File: src/rtl/cell_color_scheduler.sv
// -----------------------------------------------------------------------------
// cell_color_scheduler
//
// Owns the 16-cell palette-index bank behind the 4x4 VGA rectangle grid and
// serialises every write into it. Two requesters share write access:
//   - keypad path : advances one cell to its next palette index (mod 2^DW)
//   - fill path   : sweeps all cells to a single palette index
// Fill has strict priority over keys. A fill requested while the block is
// busy is parked in a one-deep pending slot and served on the next IDLE cycle.
// The VGA side reads the bank combinationally by cell position.
//
// Optional feature macro: VBLANK_SYNC_EN
//   defined   : bank writes (KEY and FILL) only happen in cycles with vblank=1;
//               otherwise the state and the fill counter hold.
//   undefined : vblank is ignored and writes happen every cycle.
//
// Ports
//   clk         system clock
//   rst         asynchronous, active-low reset
//   key_valid   keypad requester has a cell code
//   key_code    cell to advance
//   key_ready   block accepts a key this cycle
//   fill_start  one-cycle fill request pulse
//   fill_color  palette index for the fill, sampled with fill_start
//   vblank      vertical blanking flag (used only with VBLANK_SYNC_EN)
//   rd_addr     cell position from the VGA scanner
//   rd_color    palette index of cell rd_addr (combinational)
//   busy        high while the state is KEY or FILL (registered)
//   fill_done   one-cycle pulse after the last fill write
// -----------------------------------------------------------------------------
module cell_color_scheduler #(
  parameter int AW = 4,
  parameter int DW = 3
) (
  input  logic          clk,
  input  logic          rst,
  input  logic          key_valid,
  input  logic [AW-1:0] key_code,
  output logic          key_ready,
  input  logic          fill_start,
  input  logic [DW-1:0] fill_color,
  input  logic          vblank,
  input  logic [AW-1:0] rd_addr,
  output logic [DW-1:0] rd_color,
  output logic          busy,
  output logic          fill_done
);

  localparam int NCELLS = 1 << AW;

  typedef enum logic [1:0] {
    ST_IDLE = 2'd0,
    ST_KEY  = 2'd1,
    ST_FILL = 2'd2
  } state_t;

  state_t        r_state;
  state_t        w_next;

  logic [DW-1:0] r_bank [NCELLS];
  logic [AW-1:0] r_code;
  logic [AW-1:0] r_fcnt;
  logic [DW-1:0] r_color;
  logic [DW-1:0] r_pend_color;
  logic          r_fill_pending;
  logic          r_busy;
  logic          r_fill_done;

  logic          w_we;
  logic          w_go_fill;
  logic          w_go_key;
  logic          w_last;

  // Write enable for the bank and for FSM progress out of KEY/FILL.
`ifdef VBLANK_SYNC_EN
  assign w_we = vblank;
`else
  logic w_unused_vblank;
  assign w_unused_vblank = vblank;
  assign w_we            = 1'b1;
`endif

  // A fill request seen this cycle (new or parked) blocks keys outright.
  assign key_ready = (r_state == ST_IDLE) && !fill_start && !r_fill_pending;
  assign w_go_fill = (r_state == ST_IDLE) && (fill_start || r_fill_pending);
  assign w_go_key  = key_valid && key_ready;
  assign w_last    = (r_state == ST_FILL) && w_we && (r_fcnt == {AW{1'b1}});

  // Next-state logic.
  // NOTE: w_next gets its default before the case so no path leaves it
  // unassigned; otherwise synthesis would infer a latch.
  always_comb begin
    w_next = r_state;
    unique case (r_state)
      ST_IDLE: begin
        if (w_go_fill)     w_next = ST_FILL;
        else if (w_go_key) w_next = ST_KEY;
      end
      ST_KEY:  if (w_we)   w_next = ST_IDLE;
      ST_FILL: if (w_last) w_next = ST_IDLE;
      default:             w_next = ST_IDLE;
    endcase
  end

  // Control state: FSM register, fill counter, latched operands, pending slot.
  // NOTE: sequential state uses non-blocking assignments so every flop samples
  // the pre-edge values regardless of statement order.
  always_ff @(posedge clk or negedge rst) begin
    if (!rst) begin
      r_state        <= ST_IDLE;
      r_code         <= '0;
      r_fcnt         <= '0;
      r_color        <= '0;
      r_pend_color   <= '0;
      r_fill_pending <= 1'b0;
      r_busy         <= 1'b0;
      r_fill_done    <= 1'b0;
    end else begin
      r_state     <= w_next;
      r_busy      <= (w_next != ST_IDLE);
      r_fill_done <= w_last;

      // A fresh fill_start in IDLE wins over the parked color: it is newer.
      if (w_go_fill) begin
        r_color <= fill_start ? fill_color : r_pend_color;
        r_fcnt  <= '0;
      end else if ((r_state == ST_FILL) && w_we) begin
        r_fcnt  <= r_fcnt + AW'(1);  // wraps to 0 after the last cell
      end

      if (w_go_key) r_code <= key_code;

      // Pending slot is one deep; a later pulse simply overwrites the color.
      if (fill_start && (r_state != ST_IDLE)) begin
        r_fill_pending <= 1'b1;
        r_pend_color   <= fill_color;
      end else if (w_go_fill) begin
        r_fill_pending <= 1'b0;
      end
    end
  end

  // Color bank.
  // NOTE: the bank is a register file, not RAM, and is cleared by reset
  // because the display must show index 0 (white) in every cell after reset.
  always_ff @(posedge clk or negedge rst) begin
    if (!rst) begin
      for (int i = 0; i < NCELLS; i++) r_bank[i] <= '0;
    end else if (w_we) begin
      if (r_state == ST_KEY)       r_bank[r_code] <= r_bank[r_code] + DW'(1);
      else if (r_state == ST_FILL) r_bank[r_fcnt] <= r_color;
    end
  end

  assign rd_color  = r_bank[rd_addr];
  assign busy      = r_busy;
  assign fill_done = r_fill_done;

endmodule

File: config.mk
export PLATFORM = sky130hd
export DESIGN_NAME = cell_color_scheduler
export DESIGN_NICKNAME = d
export VERILOG_FILES = /design/src/rtl/cell_color_scheduler.sv
export SDC_FILE = /design/constraint.sdc
export NUM_CORES = 1
export LEC_CHECK = 0
export ABC_AREA = 1
export BUFFER_PORTS_ARGS = -buffer_cell sky130_fd_sc_hd__buf_2
export CAP_MARGIN = 10
export CORE_ASPECT_RATIO = 0.75
export CORE_UTILIZATION = 60
export DETAILED_ROUTE_END_ITERATION = 16
export GPL_TIMING_DRIVEN = 0
export PLACE_DENSITY = 0.86
export SETUP_SLACK_MARGIN = 0.02
export SLEW_MARGIN = 15
export SYNTH_ARGS = -nofsm -noshare
export SYNTH_HDL_FRONTEND = slang
export SYNTH_SLANG_ARGS = --single-unit
File: constraint.sdc
create_clock -name clk -period 3.7 [get_ports clk]
set_clock_uncertainty 0.1 [all_clocks]
set_input_delay 0.74 -clock clk [delete_from_list [all_inputs] [get_ports clk]]
set_output_delay 0.74 -clock clk [all_outputs]
set_load 0.005 [all_outputs]
==> results of run 1 <==
[flip-flops by register name (all words and copies together) (netlist names)]
signal          flops
r_pend_color        3
r_color             3
r_state             2
r_code              4
fill_done           1
r_fcnt              4
r_bank             48
r_fill_pending      1
busy                1
[cell usage after synthesis]
library cell and count:
nand2_1 185, inv_1 97, a21oi_1 73, dfrtp_1 67
nor2_1 59, o21ai_0 53, nand3_1 22, clkbuf_1 15
o32ai_1 12, o22ai_1 11, o211ai_1 10, a22oi_1 9
ha_1 8, o21ai_1 8, inv_2 6, mux2i_1 5
a31oi_1 4, buf_2 4, nand2_2 4, nor2_2 4
buf_6 3, clkinv_1 3, nor3_1 3, buf_1 2
nor2_4 2, o221ai_1 2, buf_4 1, mux2_2 1
nand4_1 1, nor3b_1 1, o21ai_4 1, or2_2 1
[cells in the final DEF (no fill, tap or decap), types with 3 or more instances in the layout]
cell type,count
clkbuf_1,15
nor3_1,3
o21ai_1,8
a22oi_1,9
o22ai_1,11
ha_1,8
clkinv_1,3
o32ai_1,12
inv_2,6
nor2_1,59
nand3_1,22
mux2i_1,5
o21ai_0,53
nand2_2,4
buf_2,19
a21oi_1,73
buf_6,3
inv_1,97
nand2_1,185
dfrtp_1,67
clkbuf_8,10
o211ai_1,10
nor2_2,4
a31oi_1,4
[worst max path at each step]
stage | start | to | slack (ns)
global placement | r_code[1] | r_bank[7] | 0.36
finish | r_code[1] | r_bank[7] | -0.02
detailed placement | r_code[1] | r_bank[7] | 0.29
global route | r_code[1] | r_bank[31] | 0.03
CTS | r_code[1] | r_bank[7] | 0.29
floorplan | rd_addr[0] | rd_color[2] | 1.10
[cell families after synthesis]
family	Yosys count	share of synthesized area
AND/OR/NAND/NOR	282	0.250
AO/OA/AOI/OAI	183	0.230
buffers and inverters	131	0.115
flip-flops	67	0.369
adder cells (fa/ha/maj)	8	0.0220
multiplexers	6	0.0135
[report_power, final]
| part | total, µW | switching [µW] | internal [µW] |
|---|---|---|---|
| combinational | 2220 | 1610 | 609 |
| sequential | 1280 | 257 | 1030 |
| clock | 648 | 319 | 330 |
[final cells by class]
class	instances	area, µm²	share of cell area
clock buffers	10	138	0.0277
repair buffers	17	103	0.0206
multi-input cells	479	2340	0.471
flip-flops and latches	67	1680	0.337
clock inverters	6	63.8	0.0128
plain buffers	25	125	0.0252
well taps	101	126	0.0254
inverters	106	398	0.0800
[per-layer routing]
layer / GRT usage / wire [µm] / share of wire / up-vias
met2: 0.581 / 6540 / 0.42 / 397
met4: 0.203 / 571 / 0.037 / 0
met1: 0.584 / 6100 / 0.39 / 2300
met5: 0 / 0 / 0 / -
met3: 0.130 / 2350 / 0.15 / 61
li1: - / - / - / 2258
[stage by stage]
step	area, µm²	TNS, ns
2_1_floorplan	4540	0
3_3_place_gp	4750	0
3_5_place_dp	4770	0
4_1_cts	4970	0
5_1_grt	4970	0
6_report	4970	-0.0212
==> metrics.cfg, run 1 <==
[floorplan]
die_x_um = 102
die_h_um = 77.3
io_pins = 22
rows = 27
dieArea_mm2 = 0.00792
start_util = 0.619
coreArea_mm2 = 0.00733

[setup_path]
reg2reg_from = r_code[1]
r2r_setup_slack_ns = -0.02
path_buf_inv = 4
path_cells = inv_2 > nand2_2 > o21ai_1 > o21ai_1 > nand2_1 > nor2_4 > buf_6 > inv_1 > ha_1 > nand2_1 > clkbuf_1 > o32ai_1 > nand2_1 > o21ai_0
crit_family = buffers and inverters
worstPathMaxFanout = 10
worst_path_max_delay_cell = clkbuf_1
slowest_delay_ns = 0.67
crit_top_cell = nand2_1
r2r-end = r_bank[7]
cp.arrival_ns = 3.84
cp-end-kind = flip-flop
reg2reg_depth = 14
critPathKind = reg -> reg
start_kind = flip-flop
required_ns = 3.82
crit_cells = 14

[yosys]
netlist_area_mm2 = 0.00454
yosysWarnings = 0
synth_area_leaders = dfrtp_1 (37%), nand2_1 (15%), a21oi_1 (8.0%), inv_1 (8.0%), o21ai_0 (5.8%)
syn-num-nets = 701
post-synth-top-area-cell = dfrtp_1
syn_area_per_cell_um2 = 6.71
ys_types = 32
netlist_instances = 677
synth_top_area_frac = 0.369
synth-seq-cells = 67
ys_seq_area_frac = 0.369

[route]
drt-initial-drc-count = 693
vias = 5016
drt_first_pass_iters = 11
viasPerCell = 6.18
routedWlPerCell_um = 19.2
ant_nets = 0
drt_wl_total_um = 15600
route.detailed.drc = 2

[timing]
timing.final.crit_share = 1.00
rsz0062_at_grt = false
whs_ns = 0.193
timing.final.ws_setup_ns = -0.0163
max_freq_mhz = 269
worst_slew_pin_slew_ns = 0.844
slew_viol_final = 0
hold_viol_final = 0
fin_crit_ns = 3.72
slew_headroom = 0.437
setup_viol = 3

[cells_and_area]
final_nets = 729
final_util = 0.678
antenna_cells = 0
syn2layout_area_growth_pct = 9.48
fillers = 642
fin_cells = 811
drive_gt1_frac = 0.0845

[job]
maxCapViolCount = 0

[global_route]
grt_max_degree = 42
grt_pass1_vias = 4697
grt-ovfl-total = 0
grt_use_total = 0.418
antenna_found_initial = 0
grt_pass1_wl_um = 24400

[clocking]
clk_pin_slew_worst_paths_ns = 0.09
holdBufCountCts = 0
cts_tree = yes
clk_latency_ns = 0.35
htree_levels = 3
cts_root_buf = clkbuf_8
cts_buffers = 9
cts_resized = 0
cts_setup_buffers = 0
clockBufferDepth = 2
clock_sinks = 67

[power_and_ir_drop]
peakVddDrop_mv = 0.466
p_per_area_mw_per_mm2 = 835
p_leak_uw = 0.00261
total_power_uw = 4150

[placed_design]
hpwl_um = 11300
dp_slack_ns = 0.293
place_inst = 795
gp_congestion = 1.05
portBuffers = 16

[run_status]
violations = DRC, setup timing
status = finished, violations left

[min_path]
hold_path.class = in -> async

(Power assumes the default switching activity.)
==> run 2: changes to the inputs <==
Settings changed: CORE_UTILIZATION 60 to 45, PLACE_DENSITY 0.86 to 0.7.
Clock period 3.7 ns to 4.02 ns, I/O delays scaled along.
==> metrics.cfg, run 2 (synthesized netlist as in run 1, its figures left out) <==
[run_status]
status = completed

[clocking]
cts_setup_buffers = 0
clockBufferDepth = 2
clk_latency_ns = 0.34
cts_buffers = 9
cts_resized = 0
cts_root_buf = clkbuf_16
cts_tree = yes
holdBufCountCts = 0
clock_sinks = 67
htree_levels = 3
clk_pin_slew_worst_paths_ns = 0.05

[route]
vias = 4824
m1WireLength_um = 6700
drt_wl_total_um = 15300
route.detailed.drc = 0
routedWlPerCell_um = 18.2
dr_wl_met2_um = 6300
top_layer_used = met4
met3_length_um = 1890
ant_nets = 0
viasPerCell = 5.74
drt_first_pass_iters = 6
drt-initial-drc-count = 692

[cells_and_area]
final_util = 0.526
largest_register_ffs = 48
final_common_cell = nand2_1
seqCellArea_mm2 = 0.00168
reg_top3 = r_bank (48), r_code (4), r_fcnt (4)
final_cell_mix = nand2_1 (185), inv_1 (97), a21oi_1 (73)
multiInputGateArea_mm2 = 0.00234
fillers = 962
drive_gt1_frac = 0.0832
antenna_cells = 0
syn2layout_area_growth_pct = 12.7
final_nets = 729
largest-register = r_bank

[placed_design]
hpwl_um = 11100
portBuffers = 16
gp_congestion = 1.04

[setup_path]
start_kind = flip-flop
cp-end-kind = flip-flop
critPathKind = reg -> reg
cp.arrival_ns = 3.59
required_ns = 4.13
reg2reg_depth = 12
worstPathMaxFanout = 10

[global_route]
grt_use_total = 0.309
grt_pass1_wl_um = 24100
grt_pass1_vias = 4404
grt-ovfl-total = 0
grt_max_degree = 48
antenna_found_initial = 0

[timing]
whs_ns = 0.258
hold_viol_final = 0
fin_crit_ns = 3.47
setup_viol = 0
worst_slew_pin_slew_ns = 0.764
slew_headroom = 0.491
slew_viol_final = 0
tns_ns = 0
rsz0062_at_grt = false
max_freq_mhz = 288
timing.final.crit_share = 0.864

[floorplan]
io_pins = 22
start_util = 0.466
die_h_um = 89.0
coreArea_mm2 = 0.00974
dieArea_mm2 = 0.0105
rows = 31
die_x_um = 118

[power_and_ir_drop]
total_power_uw = 3980
p_leak_uw = 0.00265
p_per_area_mw_per_mm2 = 778
peakVddDrop_mv = 0.364

[job]
maxCapViolCount = 0

[min_path]
hold_path.class = in -> async

==> run 2: cell types whose count changed in the layout (fill, tap and decap cells not counted), sizes merged <==
| cell | delta |
|---|---|
| clkinv | -1 |
| clkbuf | +1 |
| inv | -1 |
==> run 2: worst paths after layout <==
path                                  from              end  slack [ns]
max                              r_code[1]        r_bank[7]        0.55
min                                    rst        r_bank[7]        0.26
max reg2reg                      r_code[1]        r_bank[7]        0.55
min reg2reg                r_pend_color[2]  r_pend_color[2]        0.39
max in group asynchronous              rst       r_bank[35]        3.03
min in group clk           r_pend_color[2]  r_pend_color[2]        0.39
==> run 2: metal layers <==
| metal | track usage | vias up |
|---|---|---|
| li1 | - | 2263 |
| met1 | 0.443 | 2221 |
| met2 | 0.449 | 296 |
| met3 | 0.0702 | 44 |
| met4 | 0.129 | 0 |
| met5 | 0 | - |
==> run 2: stage by stage <==
| step | instance area (µm²) | instances | setup slack, ns |
|---|---|---|---|
| 5_1_grt | 5120 | 841 | 0.397 |
| 3_5_place_dp | 4820 | 826 | 0.686 |
| 4_1_cts | 5120 | 841 | 0.666 |
| 6_report | 5120 | 841 | 0.545 |
| 3_3_place_gp | 4790 | 825 | 0.696 |
| 2_1_floorplan | 4540 | 677 | 1.29 |
==> run 2: area by class of cell <==
type                    count  share of cell area
inverters                 106              0.0777
clock inverters             4             0.00978
plain buffers              25              0.0244
clock buffers              11              0.0494
multi-input cells         479               0.457
well taps                 132              0.0323
repair buffers             17              0.0215
flip-flops and latches     67               0.328
==> run 2: where the power goes <==
| part | internal (µW) | switching [µW] | total [µW] | leakage (µW) |
|---|---|---|---|---|
| clock | 509 | 300 | 809 | 0.000144 |
| sequential | 947 | 223 | 1170 | 0.000854 |
| combinational | 560 | 1440 | 2000 | 0.00166 |
| total | 2020 | 1960 | 3980 | 0.00265 |
==> run 2: worst max-delay path, stage by stage (launching register included) <==
cell and delay, ns:
dfrtp_1 0.54, inv_2 0.17, nand2_2 0.20, buf_2 0.32
o22ai_1 0.14, o21ai_0 0.31, nand4_1 0.16, ha_1 0.33
nand2_1 0.13, clkbuf_1 0.56, o32ai_1 0.22, nand2_1 0.09
o21ai_0 0.08
